$ cat src/rtl/p405s_icu_ram_parity_array_gen_pkg.sv
// ----------------------------------------------------------------------------
// p405s_icu_pkg
// Shared definitions for the parametrised ICU parity array.
//   ICU_PAR_NBITS    : default parity bits per word (one per data sub-field)
//   ICU_PAR_AW       : default parity RAM address width (depth = 2**AW)
//   ICU_PAR_IDXW     : default functional index width
//   ICU_PAR_INIT_VAL : default per-bit value written by the init sweep
//   icuParState_e    : controller state encoding (INIT = 1'b0, IDLE = 1'b1)
// ----------------------------------------------------------------------------
package p405s_icu_pkg;

    localparam int   ICU_PAR_NBITS    = 32'd8;
    localparam int   ICU_PAR_AW       = 32'd9;
    localparam int   ICU_PAR_IDXW     = 32'd10;
    localparam logic ICU_PAR_INIT_VAL = 1'b0;

    typedef enum logic {
        INIT = 1'b0,
        IDLE = 1'b1
    } icuParState_e;

endpackage : p405s_icu_pkg

$ cat src/rtl/p405s_icu_ram_parity_array_gen_if.sv
// ----------------------------------------------------------------------------
// p405s_icu_ram_parity_array_gen_if
// Functional bus between the ICU array control (master) and the parity
// array (slave).
//   cycleParityRam : access request this cycle
//   readWrParity   : 1 = read, 0 = write
//   dataIndexA     : functional index; only the low address bits are used
//   bitWrite       : per-bit write enable (writes only)
//   parityIn       : write data
//   initReq        : pulse that restarts the init sweep
//   parityOut      : read data, held until the next read returns
//   initBusy       : init sweep in progress, requests are dropped
// ----------------------------------------------------------------------------
interface p405s_icu_ram_parity_array_gen_if
    import p405s_icu_pkg::*;
#(
    parameter int NBITS = ICU_PAR_NBITS,
    parameter int IDXW  = ICU_PAR_IDXW
);

    logic             cycleParityRam;
    logic             readWrParity;
    logic [IDXW-1:0]  dataIndexA;
    logic [NBITS-1:0] bitWrite;
    logic [NBITS-1:0] parityIn;
    logic             initReq;
    logic [NBITS-1:0] parityOut;
    logic             initBusy;

    modport master (
        output cycleParityRam,
        output readWrParity,
        output dataIndexA,
        output bitWrite,
        output parityIn,
        output initReq,
        input  parityOut,
        input  initBusy
    );

    modport slave (
        input  cycleParityRam,
        input  readWrParity,
        input  dataIndexA,
        input  bitWrite,
        input  parityIn,
        input  initReq,
        output parityOut,
        output initBusy
    );

endinterface : p405s_icu_ram_parity_array_gen_if

$ cat src/rtl/p405s_icu_ram_parity_array_gen_sram.sv
// ----------------------------------------------------------------------------
// p405s_icu_sram_gen
// Behavioural single-port RAM with per-bit write enables, synchronous
// 1-cycle read. The read register is left untouched on write cycles.
//   cclk  : clock
//   cen_n : active-low chip enable
//   we    : 1 = write cycle, 0 = read cycle
//   bwe   : per-bit write enable (write cycles only)
//   addr  : word address
//   d     : write data
//   q     : read data, valid the cycle after a read
// ----------------------------------------------------------------------------
module p405s_icu_sram_gen #(
    parameter int NBITS = 32'd8,
    parameter int AW    = 32'd9
) (
    input  logic             cclk,
    input  logic             cen_n,
    input  logic             we,
    input  logic [NBITS-1:0] bwe,
    input  logic [AW-1:0]    addr,
    input  logic [NBITS-1:0] d,
    output logic [NBITS-1:0] q
);

    logic [NBITS-1:0] mem_r [2**AW];

    // Array write with bit merge, or registered read.
    always_ff @(posedge cclk) begin
        if (!cen_n) begin
            if (we) begin
                mem_r[addr] <= (mem_r[addr] & ~bwe) | (d & bwe);
            end else begin
                q <= mem_r[addr];
            end
        end
    end

endmodule : p405s_icu_sram_gen

$ cat src/rtl/p405s_icu_ram_parity_array_gen.sv
// ----------------------------------------------------------------------------
// p405s_icu_ram_parity_array_gen
// Parametrised ICU parity array: single-port parity RAM wrapper with
// per-bit write enables, read-data hold register and a hardware init sweep
// after reset or on initReq.
//   CB               : clock, all state on the rising edge
//   resetN           : synchronous active-low reset
//   bus              : functional bus (slave side), see the interface file
//   bist_mode        : BIST owns the RAM port (highest priority)
//   bist_ce_n/we_n   : BIST active-low chip/write enable
//   bist_addr        : BIST address
//   bist_wr_data     : BIST write data
//   bist_rd_data     : RAM read register, visible in every mode
//   cap_mem_addr     : final muxed RAM address
//   cap_mem_wr_data  : final muxed RAM write data
//   cap_mem_we       : final muxed RAM write enable
// Port priority: bist_mode > init sweep > functional access.
// ----------------------------------------------------------------------------
module p405s_icu_ram_parity_array_gen
    import p405s_icu_pkg::*;
#(
    parameter int   NBITS    = ICU_PAR_NBITS,
    parameter int   AW       = ICU_PAR_AW,
    parameter int   IDXW     = ICU_PAR_IDXW,
    parameter logic INIT_VAL = ICU_PAR_INIT_VAL
) (
    input  logic                 CB,
    input  logic                 resetN,
    p405s_icu_ram_parity_array_gen_if.slave bus,
    input  logic                 bist_mode,
    input  logic                 bist_ce_n,
    input  logic                 bist_we_n,
    input  logic [AW-1:0]        bist_addr,
    input  logic [NBITS-1:0]     bist_wr_data,
    output logic [NBITS-1:0]     bist_rd_data,
    output logic [AW-1:0]        cap_mem_addr,
    output logic [NBITS-1:0]     cap_mem_wr_data,
    output logic                 cap_mem_we
);

    icuParState_e     state_r;
    logic [AW-1:0]    initAddr_r;
    logic             rdPend_r;
    logic [NBITS-1:0] hold_r;

    logic             ramCenN_s;
    logic             ramWe_s;
    logic [NBITS-1:0] ramBwe_s;
    logic [AW-1:0]    ramAddr_s;
    logic [NBITS-1:0] ramD_s;
    logic [NBITS-1:0] ramQ_s;
    logic             funcRd_s;
    logic [AW-1:0]    funcAddr_s;
    logic             unusedIdxBits_s;

    // The index is numbered big-endian upstream; its last AW bits are the
    // numerically low bits, so the RAM address is simply the low slice.
    assign funcAddr_s      = bus.dataIndexA[AW-1:0];
    assign unusedIdxBits_s = ^bus.dataIndexA[IDXW-1:AW];

    // RAM port mux: BIST, then init sweep, then functional requests.
    always_comb begin
        ramCenN_s = 1'b1;
        ramWe_s   = 1'b0;
        ramBwe_s  = {NBITS{1'b0}};
        ramAddr_s = {AW{1'b0}};
        ramD_s    = {NBITS{1'b0}};
        funcRd_s  = 1'b0;
        if (bist_mode) begin
            ramCenN_s = bist_ce_n;
            ramWe_s   = ~bist_we_n;
            ramBwe_s  = {NBITS{1'b1}};
            ramAddr_s = bist_addr;
            ramD_s    = bist_wr_data;
        end else if (!resetN) begin
            // No sweep or functional access while reset is applied, so a
            // stale sweep address cannot be written during reset.
            ramCenN_s = 1'b1;
        end else if (state_r == INIT) begin
            ramCenN_s = 1'b0;
            ramWe_s   = 1'b1;
            ramBwe_s  = {NBITS{1'b1}};
            ramAddr_s = initAddr_r;
            ramD_s    = {NBITS{INIT_VAL}};
        end else if (bus.cycleParityRam) begin
            ramCenN_s = 1'b0;
            ramWe_s   = ~bus.readWrParity;
            ramBwe_s  = bus.readWrParity ? {NBITS{1'b0}} : bus.bitWrite;
            ramAddr_s = funcAddr_s;
            ramD_s    = bus.parityIn;
            funcRd_s  = bus.readWrParity;
        end else begin
            ramCenN_s = 1'b1;
        end
    end

    p405s_icu_sram_gen #(
        .NBITS (NBITS),
        .AW    (AW)
    ) u_sram (
        .cclk  (CB),
        .cen_n (ramCenN_s),
        .we    (ramWe_s),
        .bwe   (ramBwe_s),
        .addr  (ramAddr_s),
        .d     (ramD_s),
        .q     (ramQ_s)
    );

    // Init-sweep controller, read-pending flag and read-data hold register.
    always_ff @(posedge CB) begin
        if (!resetN) begin
            state_r    <= INIT;
            initAddr_r <= {AW{1'b0}};
            rdPend_r   <= 1'b0;
            hold_r     <= {NBITS{1'b0}};
        end else begin
            // funcRd_s is already low whenever BIST or the sweep owns the port.
            rdPend_r <= funcRd_s;
            if (rdPend_r) begin
                hold_r <= ramQ_s;
            end
            case (state_r)
                INIT: begin
                    if (bus.initReq) begin
                        initAddr_r <= {AW{1'b0}};
                    end else if (!bist_mode) begin
                        initAddr_r <= initAddr_r + {{(AW-1){1'b0}}, 1'b1};
                        // Terminal count on all-ones: the last address is
                        // written this cycle, so the sweep is complete.
                        if (initAddr_r == {AW{1'b1}}) begin
                            state_r <= IDLE;
                        end
                    end
                end
                IDLE: begin
                    if (bus.initReq) begin
                        state_r    <= INIT;
                        initAddr_r <= {AW{1'b0}};
                    end
                end
                default: begin
                    state_r    <= INIT;
                    initAddr_r <= {AW{1'b0}};
                end
            endcase
        end
    end

    assign bus.parityOut   = rdPend_r ? ramQ_s : hold_r;
    assign bus.initBusy    = (state_r == INIT);
    assign bist_rd_data    = ramQ_s;
    assign cap_mem_addr    = ramAddr_s;
    assign cap_mem_wr_data = ramD_s;
    assign cap_mem_we      = ~ramCenN_s & ramWe_s;

endmodule : p405s_icu_ram_parity_array_gen

$ cat src/flat_wrapper.sv
// flat-port wrapper written by rule: the top's interface ports become plain ports
module p405s_icu_ram_parity_array_gen_flat import p405s_icu_pkg::*;
#(
    parameter int   NBITS    = ICU_PAR_NBITS,
    parameter int   AW       = ICU_PAR_AW,
    parameter int   IDXW     = ICU_PAR_IDXW,
    parameter logic INIT_VAL = ICU_PAR_INIT_VAL
)
  (CB, resetN, bist_mode, bist_ce_n, bist_we_n, bist_addr, bist_wr_data, bist_rd_data, cap_mem_addr, cap_mem_wr_data, cap_mem_we, bus_cycleParityRam, bus_readWrParity, bus_dataIndexA, bus_bitWrite, bus_parityIn, bus_initReq, bus_parityOut, bus_initBusy);
  p405s_icu_ram_parity_array_gen_if #(.NBITS(NBITS), .IDXW(IDXW)) bus_i ();
  input  logic CB;
  input  logic resetN;
  input  logic bist_mode;
  input  logic bist_ce_n;
  input  logic bist_we_n;
  input  logic [AW-1:0] bist_addr;
  input  logic [NBITS-1:0] bist_wr_data;
  output logic [NBITS-1:0] bist_rd_data;
  output logic [AW-1:0] cap_mem_addr;
  output logic [NBITS-1:0] cap_mem_wr_data;
  output logic cap_mem_we;
  input wire logic [$bits(bus_i.cycleParityRam)-1:0] bus_cycleParityRam;
  input wire logic [$bits(bus_i.readWrParity)-1:0] bus_readWrParity;
  input wire logic [$bits(bus_i.dataIndexA)-1:0] bus_dataIndexA;
  input wire logic [$bits(bus_i.bitWrite)-1:0] bus_bitWrite;
  input wire logic [$bits(bus_i.parityIn)-1:0] bus_parityIn;
  input wire logic [$bits(bus_i.initReq)-1:0] bus_initReq;
  output wire logic [$bits(bus_i.parityOut)-1:0] bus_parityOut;
  output wire logic [$bits(bus_i.initBusy)-1:0] bus_initBusy;
  assign bus_i.cycleParityRam = bus_cycleParityRam;
  assign bus_i.readWrParity = bus_readWrParity;
  assign bus_i.dataIndexA = bus_dataIndexA;
  assign bus_i.bitWrite = bus_bitWrite;
  assign bus_i.parityIn = bus_parityIn;
  assign bus_i.initReq = bus_initReq;
  assign bus_parityOut = bus_i.parityOut;
  assign bus_initBusy = bus_i.initBusy;
  p405s_icu_ram_parity_array_gen #(.NBITS(NBITS), .AW(AW), .IDXW(IDXW), .INIT_VAL(INIT_VAL)) u_core (.CB(CB), .resetN(resetN), .bus(bus_i), .bist_mode(bist_mode), .bist_ce_n(bist_ce_n), .bist_we_n(bist_we_n), .bist_addr(bist_addr), .bist_wr_data(bist_wr_data), .bist_rd_data(bist_rd_data), .cap_mem_addr(cap_mem_addr), .cap_mem_wr_data(cap_mem_wr_data), .cap_mem_we(cap_mem_we));
endmodule
$ cat config.mk
export PLATFORM = sky130hd
export DESIGN_NAME = p405s_icu_ram_parity_array_gen_flat
export DESIGN_NICKNAME = d
export VERILOG_FILES = /design/src/rtl/p405s_icu_ram_parity_array_gen_pkg.sv /design/src/rtl/p405s_icu_ram_parity_array_gen_if.sv /design/src/rtl/p405s_icu_ram_parity_array_gen_sram.sv /design/src/rtl/p405s_icu_ram_parity_array_gen.sv /design/src/flat_wrapper.sv
export SDC_FILE = /design/constraint.sdc
export NUM_CORES = 2
export LEC_CHECK = 0
export ABC_AREA = 0
export CAP_MARGIN = 40
export CELL_PAD_IN_SITES_DETAIL_PLACEMENT = 1
export CELL_PAD_IN_SITES_GLOBAL_PLACEMENT = 1
export CORE_MARGIN = 2
export CORE_UTILIZATION = 55
export CTS_CLUSTER_SIZE = 8
export DETAILED_ROUTE_END_ITERATION = 7
export PLACE_DENSITY_LB_ADDON = 0.15
export SYNTH_ARGS = -nofsm -noshare
export SYNTH_HDL_FRONTEND = slang
export SYNTH_HIERARCHICAL = 1
export SYNTH_SLANG_ARGS = --single-unit
$ cat constraint.sdc
create_clock -name CB -period 64.7 [get_ports CB]
set_input_delay 16.175 -clock CB [delete_from_list [all_inputs] [get_ports CB]]
set_output_delay 16.175 -clock CB [all_outputs]
set_load 0.03 [all_outputs]
# ---- Word-level counts from Yosys, hierarchy flattened
# Memories as Yosys holds them, arrays and structs flattened.
# Cells that the tools add are included.
dict set report totals {
  ff_bits 27
  ram_bits 4096
  output_inout_bits 35
  elab_cells 59
  memories 1
}
dict set report op_classes {
  addsub 1
  n_eq_ne 3
  muxes 34
  n_bitwise 12
  n_reduce_logical 3
}
# name words width rd rd_ports_with_merged_regs write_ports line
set memory_table {}
lappend memory_table {u_core.u_sram.mem_r 512 8 1 0 1 p405s_icu_ram_parity_array_gen_sram.sv:26} ;# logic [NBITS-1:0] mem_r [2**AW];
# op n
set ops {}
lappend ops {{$mux 8} 10}
lappend ops {{$mux 9} 7}
lappend ops {{$pmux 9 s2} 1}
lappend ops {{$and 8x8->8} 2}
lappend ops {{$mux 1} 15}
lappend ops {{$add 9x1->9 const B} 1}
lappend ops {{$eq 9x9->1 const B} 1}
lappend ops {{$not 8->8} 1}
lappend ops {{$or 8x8->8} 1}
lappend ops {{$not 1->1} 7}
lappend ops {{$reduce_and 2->1} 2}
lappend ops {{$reduce_or 4->1} 1}
lappend ops {{$ne 3x3->1 const B} 1}
lappend ops {{$ne 2x2->1 const B} 1}
lappend ops {{$pmux 1 s2} 1}
lappend ops {{$and 1x1->1} 1}

# ---- Longest topological paths before layout
dict set report depth {
  ltp_word 8
  mapped_depth 21
  mapped_depth_nobuf 11
}

# ---- Modules after synthesis
# The synthesis kept the hierarchy.
# mod instances cells_per_inst area_each_um2
set modules_own_cells {}
lappend modules_own_cells {p405s_icu_sram_gen 1 7755 159623.1}
lappend modules_own_cells {p405s_icu_ram_parity_array_gen 1 148 1227.4}

# ---- Worst setup path after synthesis
# OpenSTA, ideal clock, no wires.
dict set report synth_timing {
  path_type {input port to flip-flop}
  startpoint {input port resetN}
  endpoint {memory u_core/u_sram/mem_r[0][5] (netlist bit), data pin}
  setup_ns 3.186
  arrival_time_ns 34.936
  required_ns 61.514
  path_slack_ns 26.578
  path_stages 15
  cell_sequence {clkbuf_1 -> o211ai_1 -> o21ai_0 -> buf_4 -> buf_2 -> buf_2 -> buf_2 -> buf_2 -> buf_2 -> clkbuf_1 -> clkbuf_1 -> a21oi_1 -> a311oi_1 -> a211oi_1 -> a41oi_1}
}
dict set report synth_via {
  elab_chain_cells 5
  word_cells_on_any_way 11
  classes_between {mux: 6; bitwise: 4; memory: 1}
}
# item line
set synth_rtl {}
lappend synth_rtl {{from (decl)} flat_wrapper.sv:12} ;# input logic resetN;
lappend synth_rtl {{$mux 9} p405s_icu_ram_parity_array_gen.sv:75} ;# end else if (!resetN) begin
lappend synth_rtl {{$mux 9} p405s_icu_ram_parity_array_gen.sv:69} ;# if (bist_mode) begin
lappend synth_rtl {{via cap_mem_addr[3]} flat_wrapper.sv:19} ;# output logic [AW-1:0] cap_mem_addr;
lappend synth_rtl {{$mem_v2 512x8} -}
lappend synth_rtl {{$and 8x8->8} p405s_icu_ram_parity_array_gen_sram.sv:32} ;# mem_r[addr] <= (mem_r[addr] & ~bwe) | (d & bwe);
lappend synth_rtl {{$or 8x8->8} p405s_icu_ram_parity_array_gen_sram.sv:32}
lappend synth_rtl {{to (decl)} p405s_icu_ram_parity_array_gen_sram.sv:26}
# The timed path passes the listed nets, and every way through them passes these cells.

# ---- Worst setup path after layout
dict set report layout_timing {
  startpoint {input port bist_mode}
  endpoint {output port cap_mem_addr[1]}
}
dict set report layout_via {
  elab_chain_cells 1
}
# item line
set layout_rtl {}
lappend layout_rtl {{from (decl)} flat_wrapper.sv:13} ;# input logic bist_mode;
lappend layout_rtl {{$mux 9} p405s_icu_ram_parity_array_gen.sv:69}
lappend layout_rtl {{to (decl)} flat_wrapper.sv:19}
# Every way passes these cells.

==> run_results.csv <==
group,metric,value,unit
status,status,"finished, final reports clean",
place,finalWeightedCongestion,0.8384,
critical_path,crit_path_end_kind,"primary output",
logic_synthesis,yosysSeqAreaShare,76.85,%
logic_synthesis,ys_async_sr_fraction,0,%
die,core_area,290800,µm²
timing,finalMaxSlewViolations,0,
clocking,numCtsBuffers,585,
detailed_routing,wl_met2,220700,µm
global_routing,grt_max_degree,214,
clocking,hold_buffers,0,
clocking,cts_setup_buffers,0,
pwr,p_leak,57.23,nW
finish,design.final.nets,8437,
global_routing,grt_pass1_wl,671700,µm
critical_path,cp-start-kind,"primary input",
logic_synthesis,synth-seq-cells,4123,
finish,area_growth,14.19,%
logic_synthesis,synth-main-ff-cell,"edfxtp_1",
pwr,power.switching,1.375,mW
global_routing,track_usage,32.12,%
logic_synthesis,synth_cells,7903,
detailed_routing,drt-initial-drc-count,12655,
timing,finClkSkew,0.1026,ns
logic_synthesis,netlist_area,160900,µm²
global_routing,antenna_found_initial,36,
finish,layout_common_cells,"4104 x edfxtp_1, 854 x mux4_2, 590 x clkbuf_16, 562 x nor2_1, 433 x mux2i_1",
detailed_routing,num_vias,85642,
timing,post-route-period-util,54.96,%
finish,fill_cells,23509,
clocking,post_cts_resized,0,
critical_path,worstReg2RegEnd,"u_core/u_sram/mem_r[438][4]",
pwr,p_clk_share,45.0,%
worst_hold_path,hold_start,"u_core/initAddr_r[8]",
logic_synthesis,synth_fp_nets,7956,
critical_path,cp.required,48.52,ns
detailed_routing,wl,474500,µm
logic_synthesis,synth_top_area_share,76.62,%
pwr,power.share.switching,22.50,%
logic_synthesis,synth_area_leaders,"edfxtp_1 77%, mux4_2 12%, mux2i_1 2.7%",
place,dp_hpwl,283300,µm
critical_path,r2r_slack,53.77,ns
logic_synthesis,ys_types,79,
worst_hold_path,holdPathEnd,"u_core/initAddr_r[8]",
detailed_routing,drc,0,
clocking,clock_latency,1.07,ns
timing,tightestPinTransition,1.269,ns
detailed_routing,wire_per_inst,38.31,µm
critical_path,r2r_cells,19,
critical_path,critPathMaxFanout,76,
critical_path,r2r-start,"u_core/state_r",
critical_path,crit_type,"primary input to primary output",
detailed_routing,vias_per_cell,6.915,
logic_synthesis,postSynthAreaPerCell,20.35,µm²
pwr,irDropWorstVdd,31.43,µV
worst_hold_path,holdPathStages,2,
pwr,cellPowerDensity,33.26,nW/µm²
global_routing,first_global_vias,88556,
timing,rsz0062_at_grt,"no",
pwr,internal_power,4.734,mW
pwr,p_seq_share,49.1,%
clocking,clockBufferDepth,4,
clocking,clk_pin_slew,0.05,ns
timing,slew_headroom,15.42,%
detailed_routing,met1Wirelength,179600,µm
detailed_routing,wl_met3,54950,µm
logic_synthesis,synth_warnings,6,
timing,period_needed,35.56,ns
die,rows,198,
place,port_buffers,84,
die,ioPinCount,86,
clocking,cts_tree,"yes",
finish,drive_gt1_share,22.77,%
timing,tns,0,ns
timing,max_freq,28.12,MHz
die,die_area,296800,µm²
die,fp.dieH,544.8,µm
timing,setup_violations,0,
logic_synthesis,synth_edf_count,4104,
timing,final_hold_viol_count,0,
detailed_routing,dr.max_layer_used,"met5",
finish,layout_commonest_cell,"edfxtp_1",
worst_hold_path,hold_path.class,"register to register",
clocking,h-tree-depth,6,
clocking,numClockSinks,4123,
clocking,clock-root-buffer,"clkbuf_16",
run,maxCapViolCount,0,
die,start_util,55.30,%
pwr,p_comb_share,5.9,%
logic_synthesis,synth.largest_area_cell,"edfxtp_1",
critical_path,crit_arrival,19.38,ns
pwr,finalPower,6.109,mW
global_routing,grt-ovfl-total,0,
die,die_w,544.8,µm
detailed_routing,first_pass_iters,8,
detailed_routing,ant_nets,0,
==> logic make-up (layout without fill, tap and decap cells) <==
family	after synthesis	after routing	share of synthesized area (%)
flip-flops	4123	4123	76.85
adder cells (fa/ha/maj)	2	2	0.01555
multiplexers	1324	1324	14.91
buffers and inverters	517	1089	1.635
XOR/XNOR	2	2	0.01089
AND/OR/NAND/NOR	1213	1213	3.415
AO/OA/AOI/OAI	722	722	3.160
other	0	10	0
==> stage by stage <==
step | util [%] | area, µm² | setup WS [ns] | hold WS (ns) | std cells
after floorplan | - | 160900 | 26.58 | 0.4530 | 7903
after global placement | 57.12 | 166100 | 28.87 | 0.4854 | 11584
after detailed placement | 57.47 | 167100 | 29.11 | 0.4879 | 11661
after CTS | 63.01 | 183200 | 29.12 | 0.4954 | 12339
after global routing | 63.15 | 183700 | 28.94 | 0.5230 | 12380
final | 63.15 | 183700 | 29.14 | 0.4920 | 12385
==> state kept, by name, summed over array words and instances, names as in the netlist <==
register and count:
u_core/u_sram/mem_r 4096, u_core/hold_r 8, u_core/u_sram/q 8, u_core/state_r 1
u_core/initAddr_r 9, u_core/rdPend_r 1
==> power groups by stage <==
| stage | Clock [mW] | Combinational, mW | Sequential [mW] |
|---|---|---|---|
| final | 2.75 | 0.358 | 3.00 |
| after global routing | 2.87 | 0.372 | 3.00 |
| after CTS | 2.78 | 0.352 | 3.00 |
| after detailed placement | 0 | 0.351 | 3.05 |
| after global placement | 0 | 0.328 | 3.05 |
| after floorplan | 0 | 0.190 | 3.10 |
==> layer usage <==
metal  vias up  global-route usage, %
li1      33520                      -
met1     45767                  45.76
met2      5418                  48.85
met3       917                  7.496
met4        20                  12.19
met5         -                      0
==> cells in the mapped netlist (7+ instances only) <==
master / instances
a2111oi_0: 9
a211o_1: 8
a211oi_1: 29
a21o_1: 11
a21oi_1: 98
a221oi_1: 21
a22o_1: 19
a22oi_1: 171
a31oi_1: 47
a32o_1: 8
a32oi_1: 31
and2_1: 26
and3_1: 18
and4_1: 8
buf_1: 36
buf_2: 165
buf_4: 66
buf_6: 27
clkbuf_1: 211
dfxtp_1: 19
edfxtp_1: 4104
inv_1: 9
mux2_2: 37
mux2i_1: 433
mux4_2: 854
nand2_1: 253
nand2b_1: 19
nand3_1: 130
nand4_1: 84
nor2_1: 566
nor2b_1: 21
nor3_1: 15
nor3b_1: 9
nor4_1: 17
o2111ai_1: 11
o211ai_1: 30
o21ai_0: 69
o22a_1: 11
o22ai_1: 89
o31ai_1: 9
or3_1: 7
or4_1: 9
==> critical path: stages <==
cell and delay, ns:
clkdlybuf4s50_1 0.82, buf_8 0.24, and4b_1 0.35, a222oi_1 0.67, inv_8 0.39, clkdlybuf4s50_1 0.71
==> cell type report <==
cell class	count	area [µm²]	share of cell area [%]
Sequential cell	4123	123600	67.30
Clock inverter	56	1221	0.6649
Multi-Input combinational cell	3263	35070	19.09
Tap cell	3900	4880	2.657
Antenna cell	10	25.02	0.01362
Clock buffer	622	14880	8.104
Timing Repair Buffer	401	3923	2.136
Inverter	10	53.80	0.02929
==> how the worst max path moves through the flow <==
stage	from	to	slack, ns	depth (start not counted)
floorplan	resetN	u_core/u_sram/mem_r[0][5]	26.58	15
global placement	bist_mode	cap_mem_addr[1]	28.87	5
detailed placement	bist_mode	cap_mem_addr[1]	29.11	6
global route	bist_mode	cap_mem_addr[1]	28.94	6
finish	bist_mode	cap_mem_addr[1]	29.14	6
CTS	bist_mode	cap_mem_addr[1]	29.12	6
Note: power is estimated with default switching activity, not from simulation.
